`src/rtl/elev_dispatch.sv`:
```
// elev_dispatch -- call dispatcher for a three-floor elevator car.
//
// Latches call buttons into pending lamps, picks the next target floor
// using a collective (keep going in the current direction) policy,
// hands one-hot target requests to the car controller and clears the
// served call once the door has opened at the target.  After IDLE_TO
// idle cycles away from floor 1 the car is sent home to floor 1.
//
// Parameters
//   IDLE_TO            idle cycles (1..255) before homing to floor 1
// Ports
//   clk                single clock, rising edge
//   Reset              asynchronous reset, active low
//   Btn[3:1]           call buttons, bit n = floor n
//   FLR1, FLR2, FLR3   car position, one-hot when valid
//   Door               car door open
//   Req[3:1]           registered one-hot target request, 000 = none
//   Pend[3:1]          registered pending-call lamps
//   Dir                registered travel direction, 1 = up, 0 = down
//   Busy               high whenever the dispatcher is not idle
module elev_dispatch #(
  parameter int unsigned IDLE_TO = 16
) (
  input  logic       clk,
  input  logic       Reset,
  input  logic [3:1] Btn,
  input  logic       FLR1,
  input  logic       FLR2,
  input  logic       FLR3,
  input  logic       Door,
  output logic [3:1] Req,
  output logic [3:1] Pend,
  output logic       Dir,
  output logic       Busy
);

  localparam logic [7:0] IDLE_LIMIT = 8'(IDLE_TO);

  typedef enum logic [2:0] {
    IDLE,
    SELECT,
    ISSUE,
    WAIT,
    CLEAR,
    HOME
  } state_t;

  state_t     state, state_n;
  logic [1:0] pos, pos_n;
  logic [1:0] target, target_n;
  logic       dir_n;
  logic [7:0] timer, timer_n;
  logic [3:1] req_n;
  logic [3:1] clr;
  logic [3:1] pend_n;

  function automatic logic [3:1] onehot(input logic [1:0] f);
    case (f)
      2'd1:    onehot = 3'b001;
      2'd2:    onehot = 3'b010;
      2'd3:    onehot = 3'b100;
      default: onehot = 3'b000;
    endcase
  endfunction

  // ---------------------------------------------------------------
  // Car position: only a clean one-hot reading is trusted; anything
  // else (between floors, sensor glitch) keeps the last known floor.
  // ---------------------------------------------------------------
  logic [3:1] flr;
  logic       flr_valid;
  logic [1:0] flr_pos;

  assign flr = {FLR3, FLR2, FLR1};

  always_comb begin
    flr_valid = 1'b1;
    flr_pos   = 2'd1;
    case (flr)
      3'b001:  flr_pos = 2'd1;
      3'b010:  flr_pos = 2'd2;
      3'b100:  flr_pos = 2'd3;
      default: flr_valid = 1'b0;
    endcase
  end

  assign pos_n = flr_valid ? flr_pos : pos;

  // ---------------------------------------------------------------
  // Pending calls: the clear term is applied after the OR so a press
  // of the floor being served in the same cycle is swallowed.
  // ---------------------------------------------------------------
  assign clr    = (state == CLEAR) ? onehot(target) : 3'b000;
  assign pend_n = (Pend | Btn) & ~clr;

  // ---------------------------------------------------------------
  // Target selection from the held position and current direction.
  // ---------------------------------------------------------------
  logic       up_hit, dn_hit;
  logic [1:0] up_flr, dn_flr;
  logic       sel_found, sel_flip;
  logic [1:0] sel_target;

  always_comb begin
    up_hit = 1'b0;
    up_flr = 2'd3;
    dn_hit = 1'b0;
    dn_flr = 2'd1;
    case (pos)
      2'd1: begin
        if (Pend[2]) begin
          up_hit = 1'b1;
          up_flr = 2'd2;
        end else if (Pend[3]) begin
          up_hit = 1'b1;
          up_flr = 2'd3;
        end
      end
      2'd2: begin
        if (Pend[3]) begin
          up_hit = 1'b1;
          up_flr = 2'd3;
        end
        if (Pend[1]) begin
          dn_hit = 1'b1;
          dn_flr = 2'd1;
        end
      end
      2'd3: begin
        if (Pend[2]) begin
          dn_hit = 1'b1;
          dn_flr = 2'd2;
        end else if (Pend[1]) begin
          dn_hit = 1'b1;
          dn_flr = 2'd1;
        end
      end
      default: ;
    endcase
  end

  always_comb begin
    sel_found  = 1'b1;
    sel_flip   = 1'b0;
    sel_target = pos;
    if ((Pend & onehot(pos)) != 3'b000) begin
      sel_target = pos;
    end else if (Dir && up_hit) begin
      sel_target = up_flr;
    end else if (!Dir && dn_hit) begin
      sel_target = dn_flr;
    end else if (Dir && dn_hit) begin
      sel_target = dn_flr;
      sel_flip   = 1'b1;
    end else if (!Dir && up_hit) begin
      sel_target = up_flr;
      sel_flip   = 1'b1;
    end else begin
      sel_found  = 1'b0;
    end
  end

  // A fresh floor reading strictly between the current floor and the
  // target with a call waiting there, while the door is shut.
  logic pickup;

  always_comb begin
    pickup = 1'b0;
    if (flr_valid && !Door && (flr_pos != pos) &&
        ((Pend & onehot(flr_pos)) != 3'b000)) begin
      if ((pos < flr_pos) && (flr_pos < target)) pickup = 1'b1;
      if ((pos > flr_pos) && (flr_pos > target)) pickup = 1'b1;
    end
  end

  // ---------------------------------------------------------------
  // Next-state logic
  // ---------------------------------------------------------------
  always_comb begin
    state_n  = state;
    target_n = target;
    dir_n    = Dir;
    timer_n  = 8'd0;

    case (state)
      IDLE: begin
        if (Pend != 3'b000) begin
          state_n = SELECT;
        end else if (Btn != 3'b000) begin
          timer_n = 8'd0;
        end else if ((timer == IDLE_LIMIT) && (pos != 2'd1)) begin
          state_n = HOME;
          dir_n   = 1'b0;
        end else begin
          timer_n = (timer == 8'hFF) ? timer : timer + 8'd1;
        end
      end

      SELECT: begin
        if (sel_found) begin
          state_n  = ISSUE;
          target_n = sel_target;
          if (sel_flip) dir_n = ~Dir;
        end else begin
          state_n = IDLE;
        end
      end

      ISSUE: state_n = WAIT;

      WAIT: begin
        if (Door && (pos == target)) begin
          state_n = CLEAR;
        end else if (pickup) begin
          target_n = flr_pos;
        end
      end

      CLEAR: begin
        if (!Door) state_n = (pend_n != 3'b000) ? SELECT : IDLE;
      end

      HOME: begin
        if (Btn != 3'b000) begin
          state_n = SELECT;
        end else if (pos == 2'd1) begin
          state_n = IDLE;
        end
      end

      default: state_n = IDLE;
    endcase
  end

  // Req is registered against the state being entered, so it always
  // reflects the state the dispatcher is in during that cycle.
  always_comb begin
    req_n = 3'b000;
    case (state_n)
      ISSUE, WAIT: req_n = onehot(target_n);
      HOME:        req_n = 3'b001;
      default:     req_n = 3'b000;
    endcase
  end

  // ---------------------------------------------------------------
  // Registers
  // ---------------------------------------------------------------
  always_ff @(posedge clk or negedge Reset) begin
    if (!Reset) begin
      state  <= IDLE;
      pos    <= 2'd1;
      target <= 2'd1;
      Dir    <= 1'b1;
      timer  <= 8'd0;
      Pend   <= 3'b000;
      Req    <= 3'b000;
    end else begin
      state  <= state_n;
      pos    <= pos_n;
      target <= target_n;
      Dir    <= dir_n;
      timer  <= timer_n;
      Pend   <= pend_n;
      Req    <= req_n;
    end
  end

  assign Busy = (state != IDLE);

endmodule

```
`config.mk`:
```
export PLATFORM = sky130hd
export DESIGN_NAME = elev_dispatch
export DESIGN_NICKNAME = d
export VERILOG_FILES = /design/src/rtl/elev_dispatch.sv
export SDC_FILE = /design/constraint.sdc
export NUM_CORES = 1
export LEC_CHECK = 0
export CORE_ASPECT_RATIO = 1.4
export CORE_MARGIN = 4
export CORE_UTILIZATION = 45
export CTS_CLUSTER_SIZE = 40
export DETAILED_ROUTE_END_ITERATION = 12
export GPL_TIMING_DRIVEN = 0
export PLACE_DENSITY = 0.65
export RECOVER_POWER = 25
export SYNTH_ARGS = -nofsm -noshare
export SYNTH_HDL_FRONTEND = slang
export SYNTH_SLANG_ARGS = --single-unit
```
`constraint.sdc`:
```
create_clock -name clk -period 2.4 [get_ports clk]
set_input_delay 0.48 -clock clk [delete_from_list [all_inputs] [get_ports clk]]
set_output_delay 0.48 -clock clk [all_outputs]
set_load 0.005 [all_outputs]
```
==> qor.csv <==
stage;metric;value;unit
floorplanning;io_pins;17;
placement;gp_congestion;0.792;
global_routing;gr-total-overflow;0;
power_and_ir_drop;p_total;1880;uW
synth;yosysTopAreaCell;dfrtp_1;
detailed_routing;ant_nets;0;
flow_run;maxCapViolCount;0;
clocking;clkTransAtPathRegs;90;ps
synth;syn-num-nets;211;
synth;async_flop_share;100;%
synth;yosysSeqAreaShare;32.4;%
setup_path;worst-path-max-fanout;4;
finish;fin_util;62.5;%
floorplanning;fp.dieW;60.1;um
timing;fin_worst_skew;5.11;ps
clocking;ctsRootBufferMaster;clkbuf_8;
run_status;outcome;complete, no violations;
worst_hold_path;hold_class;in2reg;
finish;stdcell_count;270;
timing;slew_viol_final;0;
clocking;cts_buffers;3;
detailed_routing;num_vias;1640;
power_and_ir_drop;power.density;818;nW/um^2
floorplanning;row_count;26;
synth;ys.warnings.count;0;
finish;final_cell_mix;nor2_1, dfrtp_1, buf_4, clkdlybuf4s50_1;
synth;syn_area;1710;um^2
floorplanning;die_area;4870;um^2
placement;port_buffers;15;
clocking;cts_tree;yes;
detailed_routing;wl_per_cell;17.2;um
timing;finalCritPeriodShare;98.3;%
finish;num_antenna_cells;0;
clocking;h-tree-depth;1;
synth;syn_inst;194;
power_and_ir_drop;vdd_drop_max;0.461;mV
timing;finalSetupViolCount;0;
finish;area_growth;34.2;%
synth;syn_area_per_cell;8.83;um^2
placement;placed_cells;251;
global_routing;grt_pass1_wl;7390;um
setup_path;crit_arrival;2540;ps
finish;final_common_cell;nor2_1;
detailed_routing;drt_wl_total;4650;um
detailed_routing;drt_pass1_iterations;4;
clocking;cts.sinks;22;
detailed_routing;drtIter0Drc;61;
global_routing;grt_use_total;19.9;%
global_routing;grt_antenna_before_repair;0;
floorplanning;die-height;81;um
timing;fin_crit;2360;ps
finish;drive_gt1_share;27.2;%
timing;worstMarginPinSlew;1060;ps
clocking;insertion_delay;270;ps
synth;synth_edf_count;0;
floorplanning;core;3680;um^2
synth;ys_top_cells_by_area;dfrtp_1, ha_1, dfstp_2, nor2_1, o21ai_0;
placement;dp_hpwl;3120;um
setup_path;critPathRequiredTime;2580;ps
global_routing;grt_max_degree;23;
clocking;clock_path_buffers;2;
power_and_ir_drop;power.leakage;0.000937;uW
finish;fin_nets;246;
global_routing;grt_pass1_vias;1613;
setup_path;endpoint_kind;register;
setup_path;crit_path_start_kind;input port;
detailed_routing;drc_errors;0;
timing;setup_tns;0;ps
setup_path;worstSetupPathType;in2reg;
detailed_routing;viasPerCell;6.07;
floorplanning;start_util;46.6;%
timing;slew_headroom;29.1;%
timing;fmax;424;MHz
clocking;ctsHoldBuffers;0;
synth;synth_seq_cells;22;
synth;ys_types;61;
timing;hold_viol;0;
synth;netlist.area_leader.share;27.8;%
synth;ys.flop_type;dfrtp_1;
-- cells by family (layout without fill, tap and decap cells) --
group | Yosys count | after routing | share of synthesized area [%]
buf+inv | 21 | 55 | 6.94
xor+xnor | 5 | 5 | 2.56
fa+ha+maj | 8 | 8 | 5.84
simple gates | 81 | 81 | 26.5
flops | 22 | 22 | 32.4
compound gates | 53 | 53 | 22.7
mux | 4 | 4 | 3.07
-- stage by stage --
step	setup WS (ps)	instance area, um^2	hold WS (ps)
final	41.2	2300	515
after global routing	-36.3	2300	532
after CTS	6.70	2120	504
after detailed placement	-719	1920	586
after global placement	-672	1920	562
after floorplan	31.8	1710	184
-- critical path, stage by stage --
cell and delay, ps:
dlygate4sd2_1 250, buf_6 130, nor3b_4 200, inv_2 80
ha_4 210, nand2_2 90, nand3_1 90, a211o_1 320
a21o_4 240, mux2i_4 200, nor4bb_4 250
-- metal layers --
layer	track usage (%)	part of all wire, %
met1	22.7	39
met2	36.5	56
met3	2.54	3.3
met4	7.76	2.4
met5	0	0
-- final cells by class --
class / count / area (um^2)
Fill cell: 331 / 1380
Multi-Input combinational cell: 151 / 1240
Sequential cell: 22 / 556
Timing Repair Buffer: 30 / 253
Buffer: 8 / 73.8
Inverter: 13 / 52.6
Tap cell: 42 / 52.6
Clock buffer: 3 / 41.3
Clock inverter: 1 / 30.0
-- what timing repair did --
action,CTS,global route
resized for setup,18,20
buffers inserted,7,8
endpoints found under the setup margin,5,6
pin swaps,6,8
-- cell usage after synthesis, types with 2 or more instances --
cell type / instances
dfrtp_1: 19
nor2_1: 19
inv_1: 12
nand2_1: 12
o21ai_0: 9
ha_1: 8
nand3_1: 8
a21oi_1: 7
nand2b_1: 7
nor3_1: 5
and3_1: 4
buf_6: 4
nand4_1: 4
nor2b_1: 4
a211o_1: 3
dfstp_2: 3
mux2i_1: 3
nor3b_1: 3
o21ai_1: 3
xnor2_1: 3
a211oi_1: 2
a31oi_1: 2
a32oi_1: 2
buf_2: 2
buf_4: 2
nand4b_1: 2
o21a_1: 2
o221ai_1: 2
o22a_1: 2
o22ai_1: 2
o2bb2ai_1: 2
or4_1: 2
xor2_1: 2
-- registers in the layout (all words and copies together), names as in the netlist --
| signal | flops |
|---|---|
| pos | 2 |
| timer | 8 |
| target | 2 |
| Pend | 3 |
| state | 3 |
| Dir | 1 |
| Req | 3 |
-- power breakdown --
part / switching, uW / internal, uW / leakage, uW / total [uW]
combinational: 488 / 500 / 0.000634 / 988
sequential: 80.2 / 455 / 0.000267 / 535
clock: 135 / 223 / 0.0000357 / 358
total: 704 / 1180 / 0.000937 / 1880
-- path summary, 6_finish.rpt --
path,startpoint,depth (start not counted),end,slack (ps)
hold / removal,FLR3,2,pos[1]$_DFFE_PN0N_,510
setup / recovery,FLR1,11,Req[2]$_DFF_PN0_,40
max in group asynchronous,Reset,1,pos[1]$_DFFE_PN0N_,860
hold reg to reg,pos[1]$_DFFE_PN0N_,1,pos[1]$_DFFE_PN0N_,550
min in group asynchronous,Reset,1,Pend[2]$_DFF_PN0_,840
setup reg to reg,pos[0]$_DFFE_PN1N_,8,Req[2]$_DFF_PN0_,70
(Power assumes the default switching activity.)
